`src/rtl/input_event_pkg.sv`:
```
// Shared types for the input-event Wishbone target: register map, bus FSM
// states, the edge record and the STATUS bit layout.
package input_event_pkg;

  localparam int INPUT_W = 8;

  typedef enum logic [1:0] {
    ADDR_STATE  = 2'd0,
    ADDR_EVENT  = 2'd1,
    ADDR_STATUS = 2'd2,
    ADDR_IRQ_EN = 2'd3
  } reg_addr_e;

  typedef enum logic {
    BUS_IDLE = 1'b0,
    BUS_ACK  = 1'b1
  } bus_state_e;

  typedef struct packed {
    logic [INPUT_W-1:0] fall;
    logic [INPUT_W-1:0] rise;
  } event_t;

  localparam int STATUS_COUNT_W   = 8;
  localparam int STATUS_EMPTY_BIT = 8;
  localparam int STATUS_FULL_BIT  = 9;
  localparam int STATUS_OVF_BIT   = 10;

endpackage

```
`src/rtl/event_fifo.sv`:
```
// Synchronous FIFO with occupancy count; element type and depth are parameters
// so other peripheral queues can reuse it. Pushes when full are ignored.
module event_fifo #(
  parameter int  DEPTH = 8,
  parameter type T     = logic
) (
  input  logic                     clk,
  input  logic                     rst_n,
  input  logic                     push,
  input  T                         push_data,
  input  logic                     pop,
  output T                         head,
  output logic                     full,
  output logic                     empty,
  output logic [$clog2(DEPTH):0]   count
);

  localparam int PW = $clog2(DEPTH);

  T             mem [DEPTH];
  logic [PW-1:0] wr_ptr;
  logic [PW-1:0] rd_ptr;
  logic          push_ok;
  logic          pop_ok;

  assign full    = (count == DEPTH[PW:0]);
  assign empty   = (count == '0);
  assign push_ok = push & ~full;
  assign pop_ok  = pop & ~empty;
  assign head    = mem[rd_ptr];

  // Storage carries no reset; only pointers and count define validity.
  always_ff @(posedge clk) begin
    if (push_ok) mem[wr_ptr] <= push_data;
  end

  always_ff @(posedge clk or negedge rst_n) begin
    if (!rst_n) begin
      wr_ptr <= '0;
      rd_ptr <= '0;
      count  <= '0;
    end else begin
      if (push_ok) wr_ptr <= wr_ptr + 1'b1;
      if (pop_ok)  rd_ptr <= rd_ptr + 1'b1;
      case ({push_ok, pop_ok})
        2'b10:   count <= count + 1'b1;
        2'b01:   count <= count - 1'b1;
        default: count <= count;
      endcase
    end
  end

endmodule

```
`src/rtl/input_event_target.sv`:
```
// Wishbone classic target taking debounced input snapshots, queueing rise/fall
// edge records for software and raising a level interrupt while any are pending.
module input_event_target
  import input_event_pkg::*;
#(
  parameter int DATA_WIDTH  = 32,
  parameter int ADDR_WIDTH  = 2,
  parameter int INPUT_WIDTH = INPUT_W,
  parameter int FIFO_DEPTH  = 8
) (
  input  logic                  clk_i,
  input  logic                  rst_ni,
  input  logic                  cyc_i,
  input  logic                  stb_i,
  input  logic                  we_i,
  input  logic [ADDR_WIDTH-1:0] adr_i,
  input  logic [DATA_WIDTH-1:0] dat_i,
  output logic [DATA_WIDTH-1:0] dat_o,
  output logic                  ack_o,
  output logic                  irq_o
);

  localparam int CW = $clog2(FIFO_DEPTH) + 1;

  // Handshake: a request (cyc_i & stb_i) seen in BUS_IDLE is acked on the next
  // edge for exactly one cycle; all side effects commit on that same edge, and
  // dat_o carries read data only while ack_o is high.
  bus_state_e              bus_state;
  reg_addr_e               addr;
  logic [INPUT_WIDTH-1:0]  state;
  logic                    overflow;
  logic                    irq_en;

  logic                    req;
  logic                    wr;
  logic                    rd;
  logic [INPUT_WIDTH-1:0]  new_state;
  logic [INPUT_WIDTH-1:0]  rise;
  logic [INPUT_WIDTH-1:0]  fall;
  logic                    has_edge;
  logic                    push_req;
  logic                    push;
  logic                    pop;
  event_t                  push_rec;
  event_t                  head;
  logic                    full;
  logic                    empty;
  logic [CW-1:0]           count;
  logic [DATA_WIDTH-1:0]   rd_data;
  logic                    unused_dat;

  assign addr      = reg_addr_e'(adr_i);
  assign req       = cyc_i & stb_i & (bus_state == BUS_IDLE);
  assign wr        = req & we_i;
  assign rd        = req & ~we_i;

  assign new_state = dat_i[INPUT_WIDTH-1:0];
  assign rise      = new_state & ~state;
  assign fall      = ~new_state & state;
  assign has_edge  = |(rise | fall);
  assign push_rec  = '{fall: fall, rise: rise};

  assign push_req  = wr & (addr == ADDR_STATE) & has_edge;
  assign push      = push_req & ~full;
  assign pop       = rd & (addr == ADDR_EVENT) & ~empty;

  assign unused_dat = ^dat_i;

  event_fifo #(
    .DEPTH (FIFO_DEPTH),
    .T     (event_t)
  ) u_fifo (
    .clk       (clk_i),
    .rst_n     (rst_ni),
    .push      (push),
    .push_data (push_rec),
    .pop       (pop),
    .head      (head),
    .full      (full),
    .empty     (empty),
    .count     (count)
  );

  always_comb begin
    rd_data = '0;
    case (addr)
      ADDR_STATE: rd_data[INPUT_WIDTH-1:0] = state;
      ADDR_EVENT: begin
        if (!empty) begin
          rd_data[DATA_WIDTH-1]          = 1'b1;
          rd_data[DATA_WIDTH-2]          = overflow;
          rd_data[2*INPUT_WIDTH-1:0]     = head;
        end
      end
      ADDR_STATUS: begin
        rd_data[CW-1:0]             = count;
        rd_data[STATUS_EMPTY_BIT]   = empty;
        rd_data[STATUS_FULL_BIT]    = full;
        rd_data[STATUS_OVF_BIT]     = overflow;
      end
      ADDR_IRQ_EN: rd_data[0] = irq_en;
      default:     rd_data = '0;
    endcase
  end

  always_ff @(posedge clk_i or negedge rst_ni) begin
    if (!rst_ni) begin
      bus_state <= BUS_IDLE;
      ack_o     <= 1'b0;
      dat_o     <= '0;
      irq_o     <= 1'b0;
      state     <= '0;
      overflow  <= 1'b0;
      irq_en    <= 1'b0;
    end else begin
      irq_o <= irq_en & ~empty;

      case (bus_state)
        BUS_IDLE: begin
          if (req) begin
            bus_state <= BUS_ACK;
            ack_o     <= 1'b1;
            dat_o     <= we_i ? '0 : rd_data;
          end else begin
            ack_o <= 1'b0;
            dat_o <= '0;
          end
        end
        default: begin
          bus_state <= BUS_IDLE;
          ack_o     <= 1'b0;
          dat_o     <= '0;
        end
      endcase

      if (wr) begin
        case (addr)
          ADDR_STATE:  state <= new_state;
          ADDR_STATUS: if (dat_i[STATUS_OVF_BIT]) overflow <= 1'b0;
          ADDR_IRQ_EN: irq_en <= dat_i[0];
          default:     ;
        endcase
      end

      // A record arriving at a full queue is dropped; the loss stays visible.
      if (push_req && full) overflow <= 1'b1;
    end
  end

endmodule
```
`config.mk`:
```
export PLATFORM = sky130hd
export DESIGN_NAME = input_event_target
export DESIGN_NICKNAME = d
export VERILOG_FILES = /design/src/rtl/input_event_pkg.sv /design/src/rtl/event_fifo.sv /design/src/rtl/input_event_target.sv
export SDC_FILE = /design/constraint.sdc
export NUM_CORES = 1
export LEC_CHECK = 0
export CAP_MARGIN = 5
export CORE_ASPECT_RATIO = 1.75
export CORE_UTILIZATION = 39
export DETAILED_ROUTE_END_ITERATION = 8
export HOLD_SLACK_MARGIN = 0.02
export PLACE_DENSITY = 0.59
export SKIP_LAST_GASP = 1
export SYNTH_ARGS = -nofsm -noshare
export SYNTH_HDL_FRONTEND = slang
export SYNTH_SLANG_ARGS = --single-unit
```
`constraint.sdc`:
```
create_clock -name clk_i -period 3.83 [get_ports clk_i]
set_input_delay 0.383 -clock clk_i [delete_from_list [all_inputs] [get_ports clk_i]]
set_output_delay 0.383 -clock clk_i [all_outputs]
set_load 0.02 [all_outputs]
```
==> metrics.cfg, run 1 <==
[layout]
nets = 555
design_area_sq_um = 8300
regArea_sq_um = 4850
synthToLayoutAreaGrowth_pct = 15.9
drive_above_1_share = 0.162
multiInputGateArea_sq_um = 2050
nFillCells = 1516
fin_util = 0.462
n_antenna_cell = 0

[grt]
antenna_found_initial = 0
use_met1 = 0.192
grt-ovfl-total = 0
grt_use_total = 0.170
grt_first_pass_wirelength_um = 23000
use_met3 = 0.0382
grt_max_degree = 41
busiest_layer = met2
grt_use_met2 = 0.300
grt_pass1_vias = 4047

[die]
fp.dieH_um = 181
pin_count = 73
core_sq_um = 18000
fp.dieW_um = 104
initial_core_util = 0.398
dieArea_sq_um = 18900
rows = 65

[setup_path]
worstPathArrival_ns = 3.29
critPathRequiredTime_ns = 4.13
crit_type = primary input to flip-flop
critPathMaxStageDelay_ns = 0.53
worstSetupStartpointType = primary input
cp-end-kind = flip-flop
critPathSlowestCell = clkdlybuf4s50_1
path_cells = clkdlybuf4s50_1 > inv_1 > ha_1 > nand4_1 > o211ai_1 > nand2b_2 > ha_1 > ha_1 > a21oi_1 > o21ai_0 > o311ai_0
crit_path_max_fanout = 8
crit_top_cell = ha_1

[detailed_routing]
antenna_left = 0
drt-total-wl_um = 15000
drc = 0
wire_per_inst_um = 20.3
first_pass_iters = 4
num_vias = 3800
viasPerCell = 5.17
drtIter0Drc = 191

[logic_synthesis]
yosys.area.top_type_share = 0.537
ys_warn_count = 0
synthFlopType = edfxtp_1
synth_edf_count = 128
synth_area_sq_um = 7160
ys_seq_area_frac = 0.676
ys_seq_elements = 168
syn_avg_cell_area_sq_um = 16.3
synth.distinct_cells = 48
syn_inst = 439
ys_top_cells_by_area = edfxtp_1, dfrtp_1, mux4_2, ha_1, mux2i_1
async_flop_share = 0.238
synth_top_area_cell = edfxtp_1

[clock_tree]
insertion_delay_ns = 0.43
clock_path_buffers = 2
ctsHoldBuffers = 0
cts_resized = 0
numCtsBuffers = 17
clock_sink_count = 168
htreeDepth = 4
clk_pin_slew_ns = 0.07
postCtsSetupRepairBufs = 0
clockRootBuffer = clkbuf_16
cts_tree = yes

[timing]
setup_viol = 0
fmax_mhz = 335
tightest_slew_ns = 1.01
whs_ns = 0.122
max-slew-margin-rel = 0.327
period_minus_slack_ns = 2.99
finalSetupTns_ns = 0
rsz0062_at_grt = false
finalMaxSlewViolations = 0
hold_viol = 0
min_period_over_period = 0.780
skew_ns = 0.0119

[power]
power_w = 0.00455
peakVddDrop_mv = 0.255
switching_power_w = 0.00126
p_leak_nw = 2.96
power_density_nw_per_um2 = 548
p_clk_frac = 0.341
swShare = 0.277
seq_power_share = 0.501
intPower_w = 0.00329
pwr-share-comb = 0.158

[status]
outcome = finished, final reports clean

[placement]
place_congestion = 0.728
io_buffers = 35
placed_area_sq_um = 7760
dp_hpwl_um = 9470

[worst_hold_path]
hold_path_class = primary input to async pin

[job]
max_cap_viol_count = 0

-- layout by cell type, fill, tap and decap left out, types with 2 or more instances in the layout --
cell type,instances
mux2_2,2
nor2_1,8
a22oi_1,3
o2111ai_1,4
nand2_1,36
xnor2_1,5
nor3_2,4
buf_4,16
edfxtp_1,128
nand2b_1,2
nand3_1,7
clkinv_2,3
o22ai_1,5
nor4_2,4
a21boi_0,4
mux4_2,17
nand3b_1,3
dfrtp_1,39
mux2i_1,28
nor2b_1,2
ha_1,27
inv_6,3
o21ai_0,15
clkdlybuf4s50_1,34
inv_1,28
clkinvlp_4,6
mux4_1,7
nand4_1,3
conb_1,14
a21oi_1,2
nor4_1,2
clkbuf_16,17
-- worst max-delay path: cells and delay by family --
family | cells | cell delay (ns)
compound gates | 4 | 1.06
fa+ha+maj | 3 | 0.88
buf+inv | 2 | 0.61
simple gates | 2 | 0.34
-- stage by stage --
step                      setup slack [ns]  instances
after global placement               0.628        703
final                                0.843        735
after floorplan                      0.491        452
after detailed placement             0.399        703
after global routing                 0.655        735
after CTS                            0.846        735
-- cells by family after synthesis --
logic type,count (synthesis),share of synthesized area
other,1,0.000524
buffers and inverters,63,0.0505
XOR/XNOR,6,0.00734
AND/OR/NAND/NOR,81,0.0591
flip-flops,168,0.676
adder cells (fa/ha/maj),28,0.0500
multiplexers,54,0.121
AO/OA/AOI/OAI,38,0.0348
-- cell type report --
type,count,area share
Clock buffer,18,0.0529
Clock inverter,14,0.0119
Inverter,29,0.0131
Multi-Input combinational cell,221,0.247
Sequential cell,168,0.584
Tap cell,234,0.0353
Timing Repair Buffer,51,0.0561
-- power groups by stage --
stage / Clock (W) / Combinational [W] / Sequential (W)
finish: 0.00155 / 0.000717 / 0.00228
global route: 0.00165 / 0.000789 / 0.00230
CTS: 0.00158 / 0.000731 / 0.00228
detailed placement: 0 / 0.000727 / 0.00231
global placement: 0 / 0.000706 / 0.00231
floorplan: 0 / 0.000695 / 0.00217
-- worst paths after layout --
kind	from	to	slack, ns	cells after the start
worst max-delay path	dat_i[6]	u_fifo.count[3]	0.84	11
worst min-delay path	rst_ni	dat_o[14]	0.12	1
worst max register to register	state[6]	u_fifo.count[3]	0.99	9
worst min register to register	bus_state	bus_state	0.47	1
max in group asynchronous	rst_ni	u_fifo.rd_ptr[0]	3.03	1
min in group clk_i	bus_state	bus_state	0.47	1
-- synthesized netlist by cell type, types with 2 or more instances --
master	n
buf_6	3
buf_4	16
nor4_1	6
inv_1	28
mux2i_1	28
a21boi_0	4
nor2b_1	2
nand2_1	36
nand3b_1	3
clkbuf_1	4
mux2_2	2
dfrtp_1	40
o22ai_1	5
xnor2_1	5
nand3_1	7
nand2b_1	2
a22oi_1	3
nand4_1	3
edfxtp_1	128
ha_1	27
mux4_2	17
nor3_1	5
buf_12	2
o21ai_0	15
mux4_1	7
a21oi_1	2
nor2_1	8
buf_2	8
o2111ai_1	4
-- state kept, by name (all words and copies together) (netlist names) --
name           count
bus_state          1
u_fifo.rd_ptr      3
dat_o             18
u_fifo.wr_ptr      3
u_fifo.count       4
irq_en             1
overflow           1
state              8
irq_o              1
u_fifo.mem       128
-- routing by layer --
metal  vias up  share of wire
li1       1720              -
met1      1958           0.40
met2        93           0.54
met3        29          0.033
met4         0          0.028
met5         -              0
(Power assumes the default switching activity.)
==> run 2, diff against run 1 <==
==> constraint.sdc (replaced) <==
create_clock -name clk_i -period 2.96 [get_ports clk_i]
set_input_delay 0.296 -clock clk_i [delete_from_list [all_inputs] [get_ports clk_i]]
set_output_delay 0.296 -clock clk_i [all_outputs]
set_load 0.02 [all_outputs]
==> metrics.cfg, run 2 (synthesis results as in run 1) <==
[clock_tree]
htreeDepth = 4  ; unchanged
ctsHoldBuffers = 0  ; unchanged
insertion_delay_ns = 0.42  ; was 0.43 ns
postCtsSetupRepairBufs = 0  ; unchanged
clock_sink_count = 168  ; unchanged
clockRootBuffer = clkbuf_16  ; unchanged
cts_resized = 0  ; unchanged
numCtsBuffers = 17  ; unchanged
clock_path_buffers = 2  ; unchanged
cts_tree = yes  ; unchanged
clk_pin_slew_ns = 0.07  ; about the same

[grt]
antenna_found_initial = 0  ; unchanged
grt_max_degree = 41  ; unchanged
grt_first_pass_wirelength_um = 23100  ; was 23000 um
grt-ovfl-total = 0  ; unchanged
grt_pass1_vias = 4007  ; was 4047
grt_use_total = 0.169  ; was 0.170

[detailed_routing]
drc = 0  ; unchanged
antenna_left = 0  ; unchanged
wire_per_inst_um = 19.6  ; was 20.3 um
first_pass_iters = 4  ; unchanged
drt-total-wl_um = 14900  ; was 15000 um
num_vias = 3803  ; was 3800
viasPerCell = 5.03  ; was 5.17
drtIter0Drc = 170  ; was 191

[layout]
n_antenna_cell = 0  ; unchanged
final_common_cell = edfxtp_1  ; unchanged
synthToLayoutAreaGrowth_pct = 19.3  ; was 15.9%
fin_util = 0.475  ; was 0.462
largest_register_ffs = 128  ; unchanged
design_area_sq_um = 8550  ; was 8300 sq um
drive_above_1_share = 0.197  ; was 0.162
nFillCells = 1534  ; was 1516
nets = 576  ; was 555
top_register = u_fifo.mem  ; unchanged
final_cell_mix = edfxtp_1, dfrtp_1, nand2_1, buf_4, clkdlybuf4s50_1  ; was edfxtp_1, dfrtp_1, nand2_1, clkdlybuf4s50_1
top_regs = u_fifo.mem x128, dat_o x18, state x8  ; unchanged

[die]
rows = 65  ; unchanged
pin_count = 73  ; unchanged
fp.dieW_um = 104  ; unchanged
core_sq_um = 18000  ; unchanged
initial_core_util = 0.398  ; unchanged
fp.dieH_um = 181  ; unchanged
dieArea_sq_um = 18900  ; unchanged

[timing]
period_minus_slack_ns = 2.66
max-slew-margin-rel = 0.350  ; was 0.327
setup_viol = 0  ; unchanged
skew_ns = 0.0125  ; was 0.0119 ns
finalSetupTns_ns = 0  ; unchanged
finalMaxSlewViolations = 0  ; unchanged
whs_ns = 0.0325  ; was 0.122 ns
rsz0062_at_grt = false  ; unchanged
min_period_over_period = 0.899
fmax_mhz = 376
hold_viol = 0  ; unchanged
tightest_slew_ns = 0.975  ; was 1.01 ns

[worst_hold_path]
hold_path_class = primary input to async pin  ; unchanged

[setup_path]
critPathRequiredTime_ns = 3.26  ; was 4.13 ns
critPathMaxStageDelay_ns = 0.52  ; was 0.53 ns
path_cells = clkdlybuf4s50_1 > inv_1 > ha_1 > nand4_1 > o211ai_1 > nand2b_2 > ha_1 > ha_1 > a21oi_1 > o21ai_0 > o311ai_0  ; unchanged
crit_path_max_fanout = 4  ; was 8
critPathSlowestCell = clkdlybuf4s50_1  ; unchanged
worstSetupStartpointType = primary input  ; unchanged
critPathTopFamily = compound AO/OA/AOI/OAI gates  ; unchanged
worstPathArrival_ns = 2.96  ; was 3.29 ns
crit_top_cell = ha_1  ; unchanged
cp_num_buf_inv = 2  ; unchanged
cp-end-kind = flip-flop  ; unchanged
crit_type = primary input to flip-flop  ; unchanged

[placement]
placed_area_sq_um = 7930  ; was 7760 sq um
place_congestion = 0.755  ; was 0.728
io_buffers = 35  ; unchanged
dp_hpwl_um = 9990  ; was 9470 um

[power]
power_density_nw_per_um2 = 724  ; was 548 nW/um^2
p_leak_nw = 3.12  ; was 2.96 nW
peakVddDrop_mv = 0.343  ; was 0.255 mV
power_w = 0.00619  ; was 0.00455 W

[job]
max_cap_viol_count = 0  ; unchanged

[status]
outcome = finished, final reports clean  ; unchanged

==> run 2: cell count changes in the layout (fill, tap and decap cells not counted) <==
cell	delta
buf_12	+1
buf_4	+20
bufinv_16	+3
clkinv_1	-1
clkinv_4	+5
clkinvlp_4	-5
inv_6	-2
==> run 2: metal layers <==
| metal | track usage | vias up | wire length, um |
|---|---|---|---|
| li1 | - | 1758 | - |
| met2 | 0.305 | 92 | 8110 |
| met3 | 0.0325 | 15 | 530 |
| met4 | 0.0663 | 0 | 229 |
| met1 | 0.195 | 1938 | 5980 |
| met5 | 0 | - | 0 |
==> run 2: worst paths after layout <==
kind / slack [ns] / from / to / cells past startpoint
min in group clk_i: 0.44 / stb_i / bus_state / 3
worst min register to register: 0.46 / bus_state / bus_state / 1
worst min-delay path: 0.03 / rst_ni / u_fifo.count[2] / 1
worst max register to register: 0.32 / state[7] / u_fifo.count[3] / 9
worst max-delay path: 0.30 / dat_i[6] / u_fifo.count[3] / 11
max in group asynchronous: 2.25 / rst_ni / u_fifo.rd_ptr[0] / 1
==> run 2: area by class of cell <==
class,count,area (sq um),area share
Timing Repair Buffer,72,636,0.0744
Inverter,29,109,0.0127
Clock buffer,18,439,0.0514
Multi-Input combinational cell,221,2050,0.240
Clock inverter,14,174,0.0204
Tap cell,234,293,0.0343
Sequential cell,168,4850,0.567
==> run 2: power by group <==
part	total [W]	internal [W]	switching (W)	leakage [nW]
combinational	0.00102	0.000514	0.000507	1.12
clock	0.00226	0.00135	0.000909	0.300
sequential	0.00290	0.00268	0.000220	1.70
total	0.00619	0.00455	0.00164	3.12
==> run 2: metrics by stage <==
step / setup slack (ns) / instances
3_5_place_dp: -0.131 / 724
5_1_grt: 0.0548 / 756
6_report: 0.299 / 756
2_1_floorplan: -0.292 / 452
3_3_place_gp: -0.0304 / 724
4_1_cts: 0.297 / 756
==> run 2: worst register-to-register path, cell delays in order, from the launching register on <==
cell and delay [ns]:
dfrtp_1 0.42, ha_1 0.31, nand4_1 0.17, o211ai_1 0.25
nand2b_2 0.17, ha_1 0.22, ha_1 0.26, a21oi_1 0.26
o21ai_0 0.15, o311ai_0 0.32
==> RTL edit 1 (flow settings as in run 1) <==
Change the parameter `DATA_WIDTH` from 32 to 64.
--- a/src/rtl/input_event_target.sv
+++ b/src/rtl/input_event_target.sv
@@ -4,5 +4,5 @@
   import input_event_pkg::*;
 #(
-  parameter int DATA_WIDTH  = 32,
+  parameter int DATA_WIDTH  = 64,
   parameter int ADDR_WIDTH  = 2,
   parameter int INPUT_WIDTH = INPUT_W,
Interface: changed (resized dat_i and dat_o); port bits go from 73 to 137. No check against the original RTL was run, so the function may have changed too.
==> RTL edit 1 against run 1 <==
Cell count grew 5.4%. Non-clock buffer count increased by 4. Hold slack worse by 0.024 ns. Synthesized area is 3.4% higher. Routed wire length down 1.9%. Largest power group unchanged. Sequential cell count is the same. Clock power grew 12%. Power is 4.7% higher. Design area increased by 2.7%. Count of clock-buffer cells in the layout up 4. Setup slack improved by 0.17 ns. Sequential share of layout area down 1.6 points. Critical path type unchanged.
==> RTL edit 1: results (changes against run 1) <==
min_path_type: "input port to asynchronous set/reset pin"  # unchanged
finalWeightedCongestion: 0.774  # was 0.728
detailedPlace.worstSlack_ns: 0.539  # was 0.399 ns
cellLeakagePower_nw: 3.14  # was 2.96 nW
first_iter_violations: 170  # was 191
drt_wl_total_um: 14700  # was 15000 um
worst-endpoint-arrival_ns: 3.13  # was 3.29 ns
max-vdd-ir-drop_mv: 0.297  # was 0.255 mV
synth-seq-area-share: 0.654  # was 0.676
number_of_global_route_vias_before_repair: 4002  # was 4047
fillers: 1595  # was 1516
clock_tree.buffer_depth: 2  # unchanged
max_slew.worst_pin.slew_ns: 0.975  # was 1.01 ns
yosys-top-cells-count: "128 x sky130_fd_sc_hd__edfxtp_1, 48 x sky130_fd_sc_hd__buf_4, 40 x sky130_fd_sc_hd__dfrtp_1, 36 x sky130_fd_sc_hd__nand2_1"  # was 128 x sky130_fd_sc_hd__edfxtp_1, 40 x sky130_fd_sc_hd__dfrtp_1, 36 x sky130_fd_sc_hd__nand2_1, 28 x sky130_fd_sc_hd__inv_1, 28 x sky130_fd_sc_hd__mux2i_1
synth_top_cells_by_area: "sky130_fd_sc_hd__edfxtp_1 52%, sky130_fd_sc_hd__dfrtp_1 14%, sky130_fd_sc_hd__mux4_2 5.2%, sky130_fd_sc_hd__buf_4 4.9%, sky130_fd_sc_hd__ha_1 4.6%"  # was sky130_fd_sc_hd__edfxtp_1 54%, sky130_fd_sc_hd__dfrtp_1 14%, sky130_fd_sc_hd__mux4_2 5.3%, sky130_fd_sc_hd__ha_1 4.7%, sky130_fd_sc_hd__mux2i_1 3.9%
grt_max_degree: 41  # unchanged
fin_worst_skew_ns: 0.0125  # was 0.0119 ns
dp.final_hpwl_um: 9750  # was 9470 um
vias_per_cell: 5.00  # was 5.17
outcome: "complete, no violations"  # unchanged
layout.nets: 623  # was 555
max_stage_delay_ns: 0.49  # was 0.53 ns
grtUsageTotal: 0.162  # was 0.170
post_route_cells_drive_above_1_share: 0.156  # was 0.162
grt_pass1_wl_um: 22700  # was 23000 um
post_cts_resize_count: 0  # unchanged
==> RTL edit 1: cell types whose count changed after synthesis <==
cell	run 1	this run
sky130_fd_sc_hd__buf_4	16	48
==> RTL edit 1: final cells by class <==
class / count / area, um^2 / area share
inverters: 29 / 109 / 0.0128
multi-input cells: 253 / 2170 / 0.254
repair buffers: 55 / 495 / 0.0581
clock buffers: 22 / 508 / 0.0596
flip-flops and latches: 168 / 4850 / 0.568
clock inverters: 10 / 103 / 0.0120
well taps: 238 / 298 / 0.0349
==> RTL edit 1: through the flow <==
step	std cells	cell area, um^2
final	775	8530
after global routing	775	8530
after CTS	775	8530
after detailed placement	743	7920
after global placement	743	7920
after floorplan	516	7570
==> RTL edit 1: worst paths after layout <==
path                                    endpoint  slack [ns]  cells past startpoint
worst max-delay path             u_fifo.count[3]        1.01                     11
min in group clk_i                     bus_state        0.46                      1
worst min register to register         bus_state        0.46                      1
max in group asynchronous       u_fifo.rd_ptr[0]        3.07                      1
worst min-delay path                   dat_o[12]         0.1                      1
worst max register to register   u_fifo.count[3]        1.08                      9
==> RTL edit 1: logic make-up after synthesis <==
family / after synthesis / synth area share
mux: 54 / 0.117
compound gates: 38 / 0.0336
buf+inv: 95 / 0.0813
flops: 168 / 0.654
other cells: 1 / 0.000507
simple gates: 81 / 0.0571
fa+ha+maj: 28 / 0.0483
xor+xnor: 6 / 0.00710
==> RTL edit 1: where the power goes <==
group          total [W]  switching, W  leakage [nW]  internal (W)
combinational   0.000758      0.000377          1.14      0.000380
clock            0.00173      0.000705         0.301       0.00102
sequential       0.00228      0.000210          1.70       0.00207
==> RTL edit 1: metal layers <==
layer  global-route usage  vias up  wire length (um)
li1                     -     1766                 -
met1                0.174     1977              5530
met2                0.299      111              8320
met3               0.0290       21               525
met4               0.0794        0               294
met5                    0        -                 0
==> RTL edit 2 (flow settings as in run 1) <==
Made on the original files. Put one more register stage on the output `irq_o`, cleared by the reset. The value now appears one clock later. The other outputs are not delayed to match.
--- a/src/rtl/input_event_target.sv
+++ b/src/rtl/input_event_target.sv
@@ -22,4 +22,6 @@
 
   localparam int CW = $clog2(FIFO_DEPTH) + 1;
+
+  logic irq_s0;
 
   // Handshake: a request (cyc_i & stb_i) seen in BUS_IDLE is acked on the next
@@ -109,10 +111,10 @@
       ack_o     <= 1'b0;
       dat_o     <= '0;
-      irq_o     <= 1'b0;
+      irq_s0    <= 1'b0;
       state     <= '0;
       overflow  <= 1'b0;
       irq_en    <= 1'b0;
     end else begin
-      irq_o <= irq_en & ~empty;
+      irq_s0 <= irq_en & ~empty;
 
       case (bus_state)
@@ -148,3 +150,11 @@
   end
 
+  always_ff @(posedge clk_i or negedge rst_ni) begin
+    if (!rst_ni) begin
+      irq_o <= '0;
+    end else begin
+      irq_o <= irq_s0;
+    end
+  end
+
 endmodule
Function: changed (a bounded check fails within 10 cycles, from zero or initial values and one cycle with rst_ni low).
==> RTL edit 2 against run 1 <==
Setup slack better by 0.089 ns. Power up 4.8%. Register-to-register slack better by 0.03 ns. Synthesized area up 0.35%. Sequential cell count up 1. Clock power up 12%. Via count up 0.37%. Maximum frequency up 3.1%. Design area up 1.0%. Routed wire length down 1.4%. Clock skew down 0.0050 ns. Critical path type unchanged. Critical endpoint unchanged.
==> RTL edit 2: results (changes against run 1) <==
outcome: "complete, no violations"  # unchanged
min_path_type: "input port to asynchronous set/reset pin"  # unchanged
number_of_global_route_vias_before_repair: 4029  # was 4047
post_route_cells_drive_above_1_share: 0.156  # was 0.162
cellLeakagePower_nw: 3.01  # was 2.96 nW
detailedPlace.worstSlack_ns: 0.385  # was 0.399 ns
grt_max_degree: 42  # was 41
switchingPower_w: 0.00125  # was 0.00126 W
synth_top_cells_by_area: "sky130_fd_sc_hd__edfxtp_1 53%, sky130_fd_sc_hd__dfrtp_1 14%, sky130_fd_sc_hd__mux4_2 5.3%, sky130_fd_sc_hd__ha_1 4.7%, sky130_fd_sc_hd__mux2i_1 3.9%"  # was sky130_fd_sc_hd__edfxtp_1 54%, sky130_fd_sc_hd__dfrtp_1 14%, sky130_fd_sc_hd__mux4_2 5.3%, sky130_fd_sc_hd__ha_1 4.7%, sky130_fd_sc_hd__mux2i_1 3.9%
syn-cell-area_um2: 7190  # was 7160 um^2
yosys-top-cells-count: "128 x sky130_fd_sc_hd__edfxtp_1, 41 x sky130_fd_sc_hd__dfrtp_1, 36 x sky130_fd_sc_hd__nand2_1, 28 x sky130_fd_sc_hd__inv_1, 28 x sky130_fd_sc_hd__mux2i_1"  # was 128 x sky130_fd_sc_hd__edfxtp_1, 40 x sky130_fd_sc_hd__dfrtp_1, 36 x sky130_fd_sc_hd__nand2_1, 28 x sky130_fd_sc_hd__inv_1, 28 x sky130_fd_sc_hd__mux2i_1
grt_pass1_wl_um: 23000  # about the same
max_slew.worst_pin.slew_ns: 1.02  # was 1.01 ns
antenna-diode-count: 0  # unchanged
max_stage_delay_ns: 0.52
via_count: 3814  # was 3800
max-vdd-ir-drop_mv: 0.348  # was 0.255 mV
finalWeightedCongestion: 0.753  # was 0.728
numPortBuffers: 35  # unchanged
worst-endpoint-arrival_ns: 3.21  # was 3.29 ns
first_iter_violations: 233  # was 191
grtUsageTotal: 0.168  # was 0.170
fin_worst_skew_ns: 0.00697  # was 0.0119 ns
synth-seq-area-share: 0.678  # was 0.676
setup_violations: 0  # unchanged
ys_async_sr_fraction: 0.243  # was 0.238
dp.final_hpwl_um: 9510  # was 9470 um
cts_buffers: 17  # unchanged
avgRoutedWirePerCell_um: 20.1  # was 20.3 um
top_regs: "u_fifo.mem: 128 flops, dat_o: 18 flops, state: 8 flops"  # unchanged
==> RTL edit 2: power groups by stage <==
stage	sequential [W]	clock (W)	combinational [W]
2_1_floorplan	0.00218	0	0.000695
3_3_place_gp	0.00233	0	0.000727
3_5_place_dp	0.00233	0	0.000747
4_1_cts	0.00230	0.00177	0.000753
5_1_grt	0.00231	0.00185	0.000808
6_report	0.00229	0.00173	0.000742
==> RTL edit 2: path summary, 6_finish.rpt <==
check / endpoint / cells after the start / slack, ns / startpoint
hold / removal: dat_o[31] / 1 / 0.12 / rst_ni
setup reg to reg: u_fifo.count[3] / 9 / 1.02 / state[6]
max in group asynchronous: u_fifo.rd_ptr[0] / 1 / 3.05 / rst_ni
min in group clk_i: irq_o / 0 / 0.35 / irq_s0
setup / recovery: u_fifo.count[3] / 11 / 0.93 / dat_i[5]
hold reg to reg: irq_o / 0 / 0.35 / irq_s0
==> RTL edit 2: metrics by stage <==
| step | cell area [um^2] | instances | hold WS (ns) |
|---|---|---|---|
| 2_1_floorplan | 7240 | 453 | 0.0874 |
| 3_3_place_gp | 7780 | 703 | 0.335 |
| 3_5_place_dp | 7780 | 703 | 0.338 |
| 4_1_cts | 8390 | 735 | 0.157 |
| 5_1_grt | 8390 | 735 | 0.191 |
| 6_report | 8390 | 735 | 0.120 |
==> RTL edit 2: logic make-up (layout without fill, tap and decap cells) <==
kind of cell             count (synthesis)  count (layout)  share of synthesized area
flip-flops                             169             169                      0.678
AND/OR/NAND/NOR                         81              81                     0.0588
buffers and inverters                   63             111                     0.0503
multiplexers                            54              54                      0.121
AO/OA/AOI/OAI                           38              38                     0.0346
adder cells (fa/ha/maj)                 28              28                     0.0498
XOR/XNOR                                 6               6                    0.00731
other                                    1              14                   0.000522
==> RTL edit 2: area by class of cell <==
cell class / instances / area [um^2]
Sequential cell: 169 / 4870
Inverter: 29 / 109
Multi-Input combinational cell: 221 / 2050
Clock inverter: 11 / 145
Timing Repair Buffer: 50 / 458
Clock buffer: 21 / 460
Fill cell: 1560 / 9670
Tap cell: 234 / 293
==> RTL edit 2: layer usage <==
layer / global-route usage / vias to the layer above / wire length [um]
met5: 0 / - / 0
met4: 0.0986 / 0 / 493
met3: 0.0266 / 38 / 532
met2: 0.306 / 127 / 8140
met1: 0.182 / 1932 / 5580
li1: - / 1717 / -
==> RTL edit 2: critical path: cells and delay by family <==
kind                       cells  cell delay (ns)
AOI/OAI and AO/OA              4             1.02
adders and majority gates      3             0.89
buffers and inverters          2             0.59
and+or+nand+nor                2             0.32
